**src/rtl/pixel_frame_tx.sv**
```systemverilog
// Frame buffer plus valid/ready streamer for the CNN pixel loader image-load link.
// Optional trailing checksum beat enabled by defining PIXEL_FRAME_TX_CHECKSUM_EN.
module pixel_frame_tx #(
    parameter int unsigned NUM_PIXELS = 64,
    parameter int unsigned DATA_W     = 8,
    parameter int unsigned ADDR_W     = 6
) (
    input  logic              clk,
    input  logic              reset,
    input  logic              wr_en,
    input  logic [ADDR_W-1:0] wr_addr,
    input  logic [DATA_W-1:0] wr_data,
    input  logic              start,
    output logic              busy,
    output logic [DATA_W-1:0] tx_data,
    output logic              tx_valid,
    input  logic              tx_ready,
    output logic              tx_last,
    output logic              done
);

    typedef enum logic [1:0] {StIdle, StSend, StDone, StCsum} state_e;

    localparam logic [ADDR_W-1:0] LastIdx = ADDR_W'(NUM_PIXELS - 1);

    state_e            state_q, state_d;
    logic [ADDR_W-1:0] index_q, index_d;
    logic [DATA_W-1:0] frame_q [NUM_PIXELS];
    logic              pix_last;
    logic              xfer;

    assign pix_last = (index_q == LastIdx);
    assign xfer     = tx_valid && tx_ready;

    always_ff @(posedge clk) begin
        if (reset) begin
            state_q <= StIdle;
            index_q <= '0;
        end else begin
            state_q <= state_d;
            index_q <= index_d;
        end
    end

    // The buffer is only writable while idle so a frame in flight is never torn.
    always_ff @(posedge clk) begin
        if (reset) begin
            for (int i = 0; i < NUM_PIXELS; i++) begin
                frame_q[i] <= '0;
            end
        end else if (wr_en && state_q == StIdle) begin
            frame_q[wr_addr] <= wr_data;
        end
    end

`ifdef PIXEL_FRAME_TX_CHECKSUM_EN
    logic [7:0] sum_q;

    always_ff @(posedge clk) begin
        if (reset) begin
            sum_q <= '0;
        end else if (state_q == StIdle && start) begin
            sum_q <= '0;
        end else if (state_q == StSend && tx_ready) begin
            sum_q <= sum_q + 8'(tx_data);
        end
    end
`endif

    always_comb begin
        state_d = state_q;
        index_d = index_q;
        unique case (state_q)
            StIdle: begin
                if (start) begin
                    state_d = StSend;
                    index_d = '0;
                end
            end
            StSend: begin
                if (xfer) begin
                    if (pix_last) begin
`ifdef PIXEL_FRAME_TX_CHECKSUM_EN
                        state_d = StCsum;
`else
                        state_d = StDone;
`endif
                        index_d = '0;
                    end else begin
                        index_d = index_q + ADDR_W'(1);
                    end
                end
            end
            StCsum: begin
                if (xfer) begin
                    state_d = StDone;
                end
            end
            StDone: begin
                state_d = StIdle;
                index_d = '0;
            end
            default: begin
                state_d = StIdle;
                index_d = '0;
            end
        endcase
    end

    always_comb begin
        busy     = 1'b0;
        tx_valid = 1'b0;
        tx_last  = 1'b0;
        done     = 1'b0;
        tx_data  = '0;
        unique case (state_q)
            StIdle: begin
            end
            StSend: begin
                busy     = 1'b1;
                tx_valid = 1'b1;
                tx_data  = frame_q[index_q];
`ifndef PIXEL_FRAME_TX_CHECKSUM_EN
                tx_last  = pix_last;
`endif
            end
            StCsum: begin
                busy     = 1'b1;
                tx_valid = 1'b1;
                tx_last  = 1'b1;
`ifdef PIXEL_FRAME_TX_CHECKSUM_EN
                tx_data  = DATA_W'(sum_q);
`endif
            end
            StDone: begin
                busy = 1'b1;
                done = 1'b1;
            end
            default: begin
            end
        endcase
    end

endmodule

```
**config.mk**
```make
export PLATFORM = sky130hd
export DESIGN_NAME = pixel_frame_tx
export DESIGN_NICKNAME = d
export VERILOG_FILES = /design/src/rtl/pixel_frame_tx.sv
export SDC_FILE = /design/constraint.sdc
export NUM_CORES = 1
export LEC_CHECK = 0
export CORE_MARGIN = 2
export CORE_UTILIZATION = 46
export DETAILED_ROUTE_END_ITERATION = 10
export GPL_TIMING_DRIVEN = 0
export HOLD_SLACK_MARGIN = 0.12
export PLACE_DENSITY_LB_ADDON = 0.12
export SETUP_SLACK_MARGIN = 0.5
export SLEW_MARGIN = 15
export SYNTH_ARGS = -nofsm -noshare
export SYNTH_HDL_FRONTEND = slang
export SYNTH_SLANG_ARGS = --single-unit
```
**constraint.sdc**
```tcl
create_clock -name clk -period 2.7 [get_ports clk]
set_input_delay 0.54 -clock clk [delete_from_list [all_inputs] [get_ports clk]]
set_output_delay 0.54 -clock clk [all_outputs]
set_load 0.01 [all_outputs]
```
Word-level counts from Yosys, hierarchy flattened

Memory sizes are Yosys's and may differ from the RTL's. A register that Yosys moved wholly into a read port is not among the register bits.
Index checks and enable logic that the tools add are counted.

Register bits: 8
RAM bits: 512
Logic and storage cells: 45
Memories kept: 1

Memory list:

| memory  | depth | width | rd ports | clocked after Yosys merged registers in | wr ports | line | RTL |
|---|---|---|---|---|---|---|---|
| frame_q | 64    | 8     | 1        | 1                                       | 64       | 28   | `logic [DATA_W-1:0] frame_q [NUM_PIXELS];` |

Add/sub/neg operators: 1
Equal/unequal tests: 8
Muxes and demuxes: 24
Reduce and logical (&&, ||, !) cells: 9

Operators by type and width:

| kind                | count |
|---|---|
| $mux 6              | 6 |
| $pmux 6 s3          | 1 |
| $mux 8              | 2 |
| $mux 1              | 9 |
| $mux 2              | 4 |
| $ne 2x2->1 const B  | 4 |
| $pmux 2 s4          | 1 |
| $reduce_or 8->1     | 1 |
| $add 6x1->6 const B | 1 |
| $eq 6x6->1 const B  | 1 |
| $eq 2x2->1 const B  | 2 |
| $reduce_and 4->1    | 1 |
| $reduce_and 3->1    | 1 |
| $reduce_bool 3->1   | 1 |
| $reduce_or 3->1     | 1 |
| $eq 2x1->1 const B  | 1 |
| $logic_and 1x1->1   | 2 |
| $logic_not 2->1     | 1 |
| $pmux 1 s2          | 1 |
| $reduce_or 2->1     | 1 |

Depth between registers and ports, before layout

Gate-level depths: netlist of the first run.

Depth in word-level cells: 8
Depth in mapped cells: 10

Worst setup path before layout of the first run

OpenSTA, ideal clock, no wires.

Path kind: register -> output
Start point: register (tool-made name)
End point: output port tx_data[3]
Data arrival time: 1.853 ns
Slack: 0.307 ns
Stages on the path, launching flop included: 8
Path buffers: 3
Cell sequence: dfxtp_1 > buf_6 > buf_12 > buf_6 > mux4_2 > mux4_2 > nor2_1 > o32ai_1

RTL lines:

| item             | line | RTL |
|---|---|---|
| end: declaration | 15   | `output logic [DATA_W-1:0] tx_data,` |

==> results of run 1 <==
## power by group through the flow
stage / logic (uW) / clock network, uW / registers (uW)
3_5_place_dp: 1000 / 0 / 9440
5_1_grt: 1250 / 7630 / 9280
6_report: 1200 / 7260 / 9260
2_1_floorplan: 598 / 0 / 9400
4_1_cts: 1150 / 7320 / 9260
3_3_place_gp: 993 / 0 / 9420
## through the flow
stage	power, uW	instances	utilization [%]
3_3_place_gp	10400	2336	48.6
6_report	17700	2560	56.8
3_5_place_dp	10400	2336	48.6
4_1_cts	17700	2512	55.4
5_1_grt	18200	2560	56.8
2_1_floorplan	10000	1630	-
## how the worst max path moves through the flow
stage,start,to,cells past startpoint
2_1_floorplan,flip-flop,tx_data[3],7
6_report,flip-flop,tx_data[6],10
3_5_place_dp,flip-flop,tx_data[3],8
5_1_grt,flip-flop,tx_data[6],10
3_3_place_gp,flip-flop,tx_data[3],8
4_1_cts,flip-flop,tx_data[0],9
## tightest hold or removal path, delay by kind of cell (launching register included)
family | cells | cell delay, ps
flops | 1 | 350
simple gates | 1 | 70
compound gates | 1 | 70
## layer usage
layer	track usage (%)	part of all wire, %	up-vias
li1	-	-	6434
met1	39.6	41	7821
met2	43.4	47	658
met3	5.48	8.4	175
met4	11.0	4.1	0
met5	0	0	-
## cells by family (layout without fill, tap and decap cells)
family | Yosys count | in the layout | share of synthesized area [%]
AOI/OAI and AO/OA | 71 | 71 | 1.99
buffers and inverters | 120 | 362 | 2.55
muxes | 151 | 151 | 13.0
and+or+nand+nor | 761 | 761 | 18.2
adders and majority gates | 1 | 1 | 0.0513
DFF | 526 | 526 | 64.2
## cell usage in the layout (no fill, tap or decap), types with 6 or more instances in the layout
master           netlist  final
edfxtp_1             512    512
and2_1               514    450
mux4_2               132    132
buf_4                  7     86
clkbuf_1              77     76
nor2_4                 0     67
and2_4                 0     64
or2_4                  0     61
clkbuf_16              0     57
buf_6                 14     33
nand2_1               39     30
nor2_1                89     21
buf_12                 2     19
o22ai_1               27     16
buf_2                  6     11
clkinv_1               1     11
buf_1                 10      9
mux2_2                11      9
clkbuf_2               0      8
buf_8                  0      8
mux2i_1                8      8
a21oi_1                7      7
nor2b_1               11      7
o22ai_2                0      7
dfxtp_1               14      7
clkbuf_4               0      6
buf_16                 0      6
nand2_8                0      6
clkdlybuf4s50_1        0      6
## state kept, by name (all words and copies together), names as in the netlist, named ones only
register / cells
state_q: 2
index_q: 6
frame_q: 512
## cell type report
class                   instances  area, um^2
clock inverters                29         191
fillers                      4179       22700
clock buffers                  69        1470
inverters                       4        20.0
well taps                     688         861
repair buffers                144        1340
multi-input cells             984        9410
flip-flops and latches        526       15700
plain buffers                 116         910
## what timing repair did
item	CTS	global route
pin swaps	74	68
cloned	2	0
endpoints found under the setup margin	1036	326
resized for setup	351	132
buffers inserted	76	47
hold buffers	0	0
==> results by group, run 1 <==
Flow run
  • # Max-Cap Violations: 0

Die
  • I/O pins: 31
  • Die height: 234 um
  • Die area: 54900 um^2
  • Core box area: 52600 um^2
  • DIE WIDTH: 234 um
  • Rows: 84
  • Starting density of the core: 46.4%

Worst setup path
  • Critical R2R Launch: state_q[0]$_SDFFE_PP0P_
  • Setup Crit Path Kind: reg2out
  • Crit. End Element: output pin
  • CP top delay family: compound AO/OA/AOI/OAI gates
  • Reg2reg setup slack: 340 ps
  • CP max stage cell: mux4_2
  • Slowest stage delay, CP: 550 ps
  • CP Data Required Time: 2160 ps
  • CP startpoint kind: flip-flop
  • Crit-path max FO: 8
  • Worst path bufs/invs: 5
  • Worst R2R Path Depth: 8
  • Crit-path cells: buf_6, buf_12, buf_16, buf_16, mux4_2, a31oi_1, o211ai_1, o211ai_1, o41ai_2, buf_2
  • Worst flop-to-flop path endpoint: frame_q[29][1]$_SDFFCE_PN0P_
  • Data arrival time of the worst path: 3050 ps

Timing
  • Worst Skew: 12.8 ps
  • Worst rel slew slack: 20.0%
  • Setup ws final: -891 ps
  • Post-route minimum period: 3590 ps
  • Unrepaired setup endpoints after global routing: yes
  • Fin Setup TNS: -6510 ps
  • Setup violators final: 8
  • Hold slack: 545 ps
  • Final hold violations: 0
  • Crit share post-route: 133%
  • Max Freq: 0.278 GHz
  • Final Max Slew Viols: 0
  • Worst-Margin Slew: 1200 ps

Placed design
  • Placed cell areas: 25600 um^2
  • Routability cong.: 0.876
  • I/O Buffers: 18
  • Dpl ws: -1370 ps
  • Post-DP HPWL: 50.1 mm

Global route
  • Number of global-route vias before repair: 14700
  • First-pass GRT wire length: 107 mm
  • Gr usage total: 28.1%
  • Initial antenna violation count: 1
  • Overflow after GRT: 0
  • Pin count of the biggest net entering global routing: 17

Outcome
  • Failing checks: negative setup slack
  • Outcome: complete, but fails checks

Yosys
  • Cell variety after synth: 52
  • Avg Synthesized Cell Area: 15.0 um^2
  • Syn_nets: 1650
  • Synth area leader: edfxtp_1
  • Count leader, synth: and2_1
  • Largest cells by area after synthesis: edfxtp_1 (63%), and2_1 (13%), mux4_2 (12%), or2_2 (1.7%), nor2_1 (1.4%)
  • Post-Synthesis Cells: 1630
  • Top cell type's share of synthesized area: 63.0%
  • Post-synth EDFFs: 512
  • Synth warn: 0
  • Post-synth top cells: and2_1 (514), edfxtp_1 (512), mux4_2 (132)
  • Synth Cell Area: 24400 um^2
  • Register area share after synthesis: 64.2%
  • Async SR Flop Fraction: 0%
  • #FFs+latches synth: 526
  • Post-synth top flop: edfxtp_1

Layout
  • Share of cells above drive strength 1: 35.0%
  • Nets: 1852
  • Area Growth Syn to Fin: 22.4%
  • Number of diodes: 0
  • Post-route cell area: 29900 um^2

Hold path
  • Hold depth: 2
  • HP Class: reg2reg
  • Hold EP: index_q[5]$_SDFFE_PP0N_
  • Hold_sp: index_q[5]$_SDFFE_PP0N_

Route
  • Initial DRC Count: 1572
  • DRC Markers: 0
  • Vias per Instance: 5.89
  • First-pass DRT Iterations: 8
  • Via count: 15100
  • Antenna viol nets, final: 0
  • DR WL/cell: 29.5 um
  • Aggregate routed wire length: 75.4 mm

Power
  • Power Density: 593 nW/um^2
  • Sequential Power Share: 52.3%
  • Gate power share: 6.8%
  • Sw frac: 23.2%
  • Internal power: 13600 uW
  • Maximum vdd drop: 453 uV
  • Clock Power Share: 41.0%
  • NetSw: 4110 uW
  • Static Leakage: 0.0107 uW

CTS
  • Clock Sinks: 526
  • H-Tree Level Count: 2
  • Clk root buf: clkbuf_16
  • Clock buffer depth: 3
  • Total CTS buffers: 56
  • Clock Latency Late Sink: 620 ps
  • Clock transition at the registers of the reported paths: 70 ps
  • CTS tree: yes
Note: power is estimated with default switching activity, not from simulation.
==> run 2, diff against run 1 <==
--- a/config.mk
+++ b/config.mk
@@ -5,6 +5,7 @@
 export SDC_FILE = /design/constraint.sdc
 export NUM_CORES = 1
 export LEC_CHECK = 0
+export ABC_CLOCK_PERIOD_IN_PS = 2700
 export CORE_MARGIN = 2
 export CORE_UTILIZATION = 46
 export DETAILED_ROUTE_END_ITERATION = 10
==> results of run 2 <==
Final layout, timing and power as in run 1 (identical DEF).
==> run 3, diff against run 2 <==
--- a/config.mk
+++ b/config.mk
@@ -5,8 +5,7 @@
 export SDC_FILE = /design/constraint.sdc
 export NUM_CORES = 1
 export LEC_CHECK = 0
-export ABC_CLOCK_PERIOD_IN_PS = 2700
-export CORE_MARGIN = 2
+export ABC_CLOCK_PERIOD_IN_PS = 3160
 export CORE_UTILIZATION = 46
 export DETAILED_ROUTE_END_ITERATION = 10
 export GPL_TIMING_DRIVEN = 0
==> constraint.sdc (replaced) <==
create_clock -name clk -period 3.16 [get_ports clk]
set_input_delay 0.632 -clock clk [delete_from_list [all_inputs] [get_ports clk]]
set_output_delay 0.632 -clock clk [all_outputs]
set_load 0.01 [all_outputs]
==> run 3 against run 2 <==
Compared with the run above:
- the run still ends with negative setup slack left
- register-to-register slack improved by 340 ps
- count of clock-buffer cells in the layout up 3
- non-clock buffer count decreased by 79
- core utilization fell by 2.2 points
- global-route usage grew 0.38 points
- hold slack lost 29 ps
- sequential power fell by 14%
- critical path depth is 1 lower
- combinational power shrank 17%
- final area fell by 4.0%
- first-iteration DRC count is 11% lower
- total power decreased by 15%
==> results by group, run 3 (synthesis gave the netlist of run 1 again) <==
Placed design
  • Dpl ws: -1060 ps (+309 ps)
  • Post-DP HPWL: 50.0 mm (-0.32%)
  • I/O Buffers: 18 (unchanged)
  • Routability cong.: 0.920 (+5.0%)

Timing
  • Worst-Margin Slew: 1250 ps (+49.7 ps)
  • Setup ws final: -496 ps (+395 ps)
  • Unrepaired setup endpoints after global routing: yes
  • Final hold violations: 0 (unchanged)
  • Fin Setup TNS: -3380 ps (+3140 ps)
  • Max Freq: 0.274 GHz
  • Worst rel slew slack: 16.7% (-3.3 points)
  • Setup violators final: 8 (unchanged)
  • Post-route minimum period: 3660 ps
  • Crit share post-route: 116%
  • Final Max Slew Viols: 0 (unchanged)
  • Hold slack: 515 ps (-29.1 ps)
  • Worst Skew: 22.4 ps (+9.63 ps)

Route
  • Metal2 WL: 35.3 mm (-0.28%)
  • Max layer used: met4
  • Vias per Instance: 5.86 (-0.58%)
  • Via count: 14500 (-3.8%)
  • First-pass DRT Iterations: 6 (-2)
  • Met3 Wirelength: 5.58 mm (-12%)
  • Antenna viol nets, final: 0 (unchanged)
  • Initial DRC Count: 1401 (-11%)
  • DRC Markers: 0 (unchanged)
  • DRT met1 WL: 30.9 mm (+0.71%)
  • Aggregate routed wire length: 74.6 mm (-1.1%)
  • DR WL/cell: 30.1 um (+2.2%)

Layout
  • Final Util: 54.7% (-2.2 points)
  • # fillers: 4245 (+1.6%)
  • Biggest registers after layout: frame_q: 512 flops, index_q: 6 flops, state_q: 2 flops
  • Area Growth Syn to Fin: 17.5%
  • Share of cells above drive strength 1: 27.8% (-7.2 points)
  • Largest Register: frame_q
  • Nets: 1772 (-4.3%)
  • Commonest non-fill, non-tap cells in the layout: and2_1 (514), edfxtp_1 (512), mux4_2 (132)
  • Largest register FFs: 512 (unchanged)
  • Most common cell after layout, fill and taps aside: and2_1

CTS
  • Clock Latency Late Sink: 620 ps (about the same)
  • Clock transition at the registers of the reported paths: 60 ps (about the same)
  • Clk root buf: clkbuf_16
  • Hold Buf Count CTS: 0 (unchanged)
  • H-Tree Level Count: 2 (unchanged)
  • Clock buffer depth: 3 (unchanged)
  • CTS tree: yes
  • Clock Sinks: 526 (unchanged)
  • Total CTS buffers: 55 (-1.8%)

Hold path
  • HP Class: reg2reg

Worst setup path
  • CP Data Required Time: 2530 ps (+370 ps)
  • Setup Crit Path Kind: reg2out
  • Crit. End Element: output pin
  • Crit-path max FO: 7 (-1)
  • CP startpoint kind: flip-flop
  • Data arrival time of the worst path: 3020 ps (-30 ps)

Die
  • Rows: 84 (unchanged)
  • Core box area: 52400 um^2 (-0.20%)
  • DIE WIDTH: 232 um (-0.85%)
  • Starting density of the core: 46.5% (+0.093 points)
  • Die height: 232 um (-0.85%)
  • Die area: 54000 um^2 (-1.7%)
  • I/O pins: 31 (unchanged)

Power
  • Power Total: 15000 uW (-15%)
  • Maximum vdd drop: 530 uV (+17%)
  • Power Density: 524 nW/um^2 (-12%)
  • Static Leakage: 0.0102 uW (-4.7%)

Flow run
  • # Max-Cap Violations: 0 (unchanged)

Global route
  • Number of global-route vias before repair: 14500 (-1.3%)
  • First-pass GRT wire length: 106 mm (-0.74%)
  • Pin count of the biggest net entering global routing: 14 (-3)
  • Initial antenna violation count: 3 (+2)
  • Gr usage total: 28.5% (+0.38 points)
  • Overflow after GRT: 0 (unchanged)

Outcome
  • Failing checks: negative setup slack
  • Outcome: complete, but fails checks
==> run 3: cell count changes in the layout (fill, tap and decap cells not counted), sizes merged, moves of 2 or more <==
cell	before	now
clkdlybuf4s50	6	9
bufbuf	2	0
inv	11	3
buf	172	94
==> run 3: area by class of cell <==
cell class,instances,area [um^2],area share [%]
well taps,688,861,3.00
repair buffers,65,689,2.40
diodes,1,2.50,0.00873
multi-input cells,984,8830,30.8
flip-flops and latches,526,15700,54.6
clock inverters,22,149,0.519
clock buffers,72,1480,5.17
plain buffers,116,981,3.42
inverters,4,16.3,0.0567
==> run 3: per-stage QoR <==
| stage | cell area [um^2] | cells |
|---|---|---|
| after global routing | 28700 | 2477 |
| final | 28700 | 2478 |
| after CTS | 28300 | 2466 |
| after global placement | 25400 | 2336 |
| after detailed placement | 25400 | 2336 |
| after floorplan | 24400 | 1630 |
==> run 3: repair_timing <==
item / CTS / global route
pin swaps: 8 / 15
setup buffers: 36 / 11
resized for setup: 281 / 36
setup endpoints to repair: 900 / 44
==> run 3: report_power, final <==
part	leakage, uW	total, uW	switching, uW	internal (uW)
logic	0.00391	1000	633	371
clock network	0.000806	6110	2680	3430
registers	0.00545	7920	63.7	7850
total	0.0102	15000	3380	11700
==> run 3: final timing paths <==
check | start | to | slack, ps | cells past startpoint
max | flip-flop | tx_data[3] | -500 | 9
min | index_q[5]$_SDFFE_PP0N_ | index_q[5]$_SDFFE_PP0N_ | 520 | 2
max reg2reg | state_q[0]$_SDFFE_PP0P_ | frame_q[15][5]$_SDFFCE_PN0P_ | 680 | 5
min reg2reg | index_q[5]$_SDFFE_PP0N_ | index_q[5]$_SDFFE_PP0N_ | 520 | 2
==> run 3: critical path: stages, from the launching register on <==
cell and delay [ps]:
dfxtp_2 320, buf_6 120, buf_12 140, buf_16 160, buf_12 110, mux4_2 530
mux4_2 560, nor2_4 160, o32ai_4 110, buf_2 180
==> run 3: metal layers <==
| metal | vias to the layer above | global-route usage, % |
|---|---|---|
| met1 | 7526 | 39.2 |
| met4 | 0 | 10.7 |
| li1 | 6243 | - |
| met2 | 605 | 45.7 |
| met3 | 146 | 4.30 |
| met5 | - | 0 |
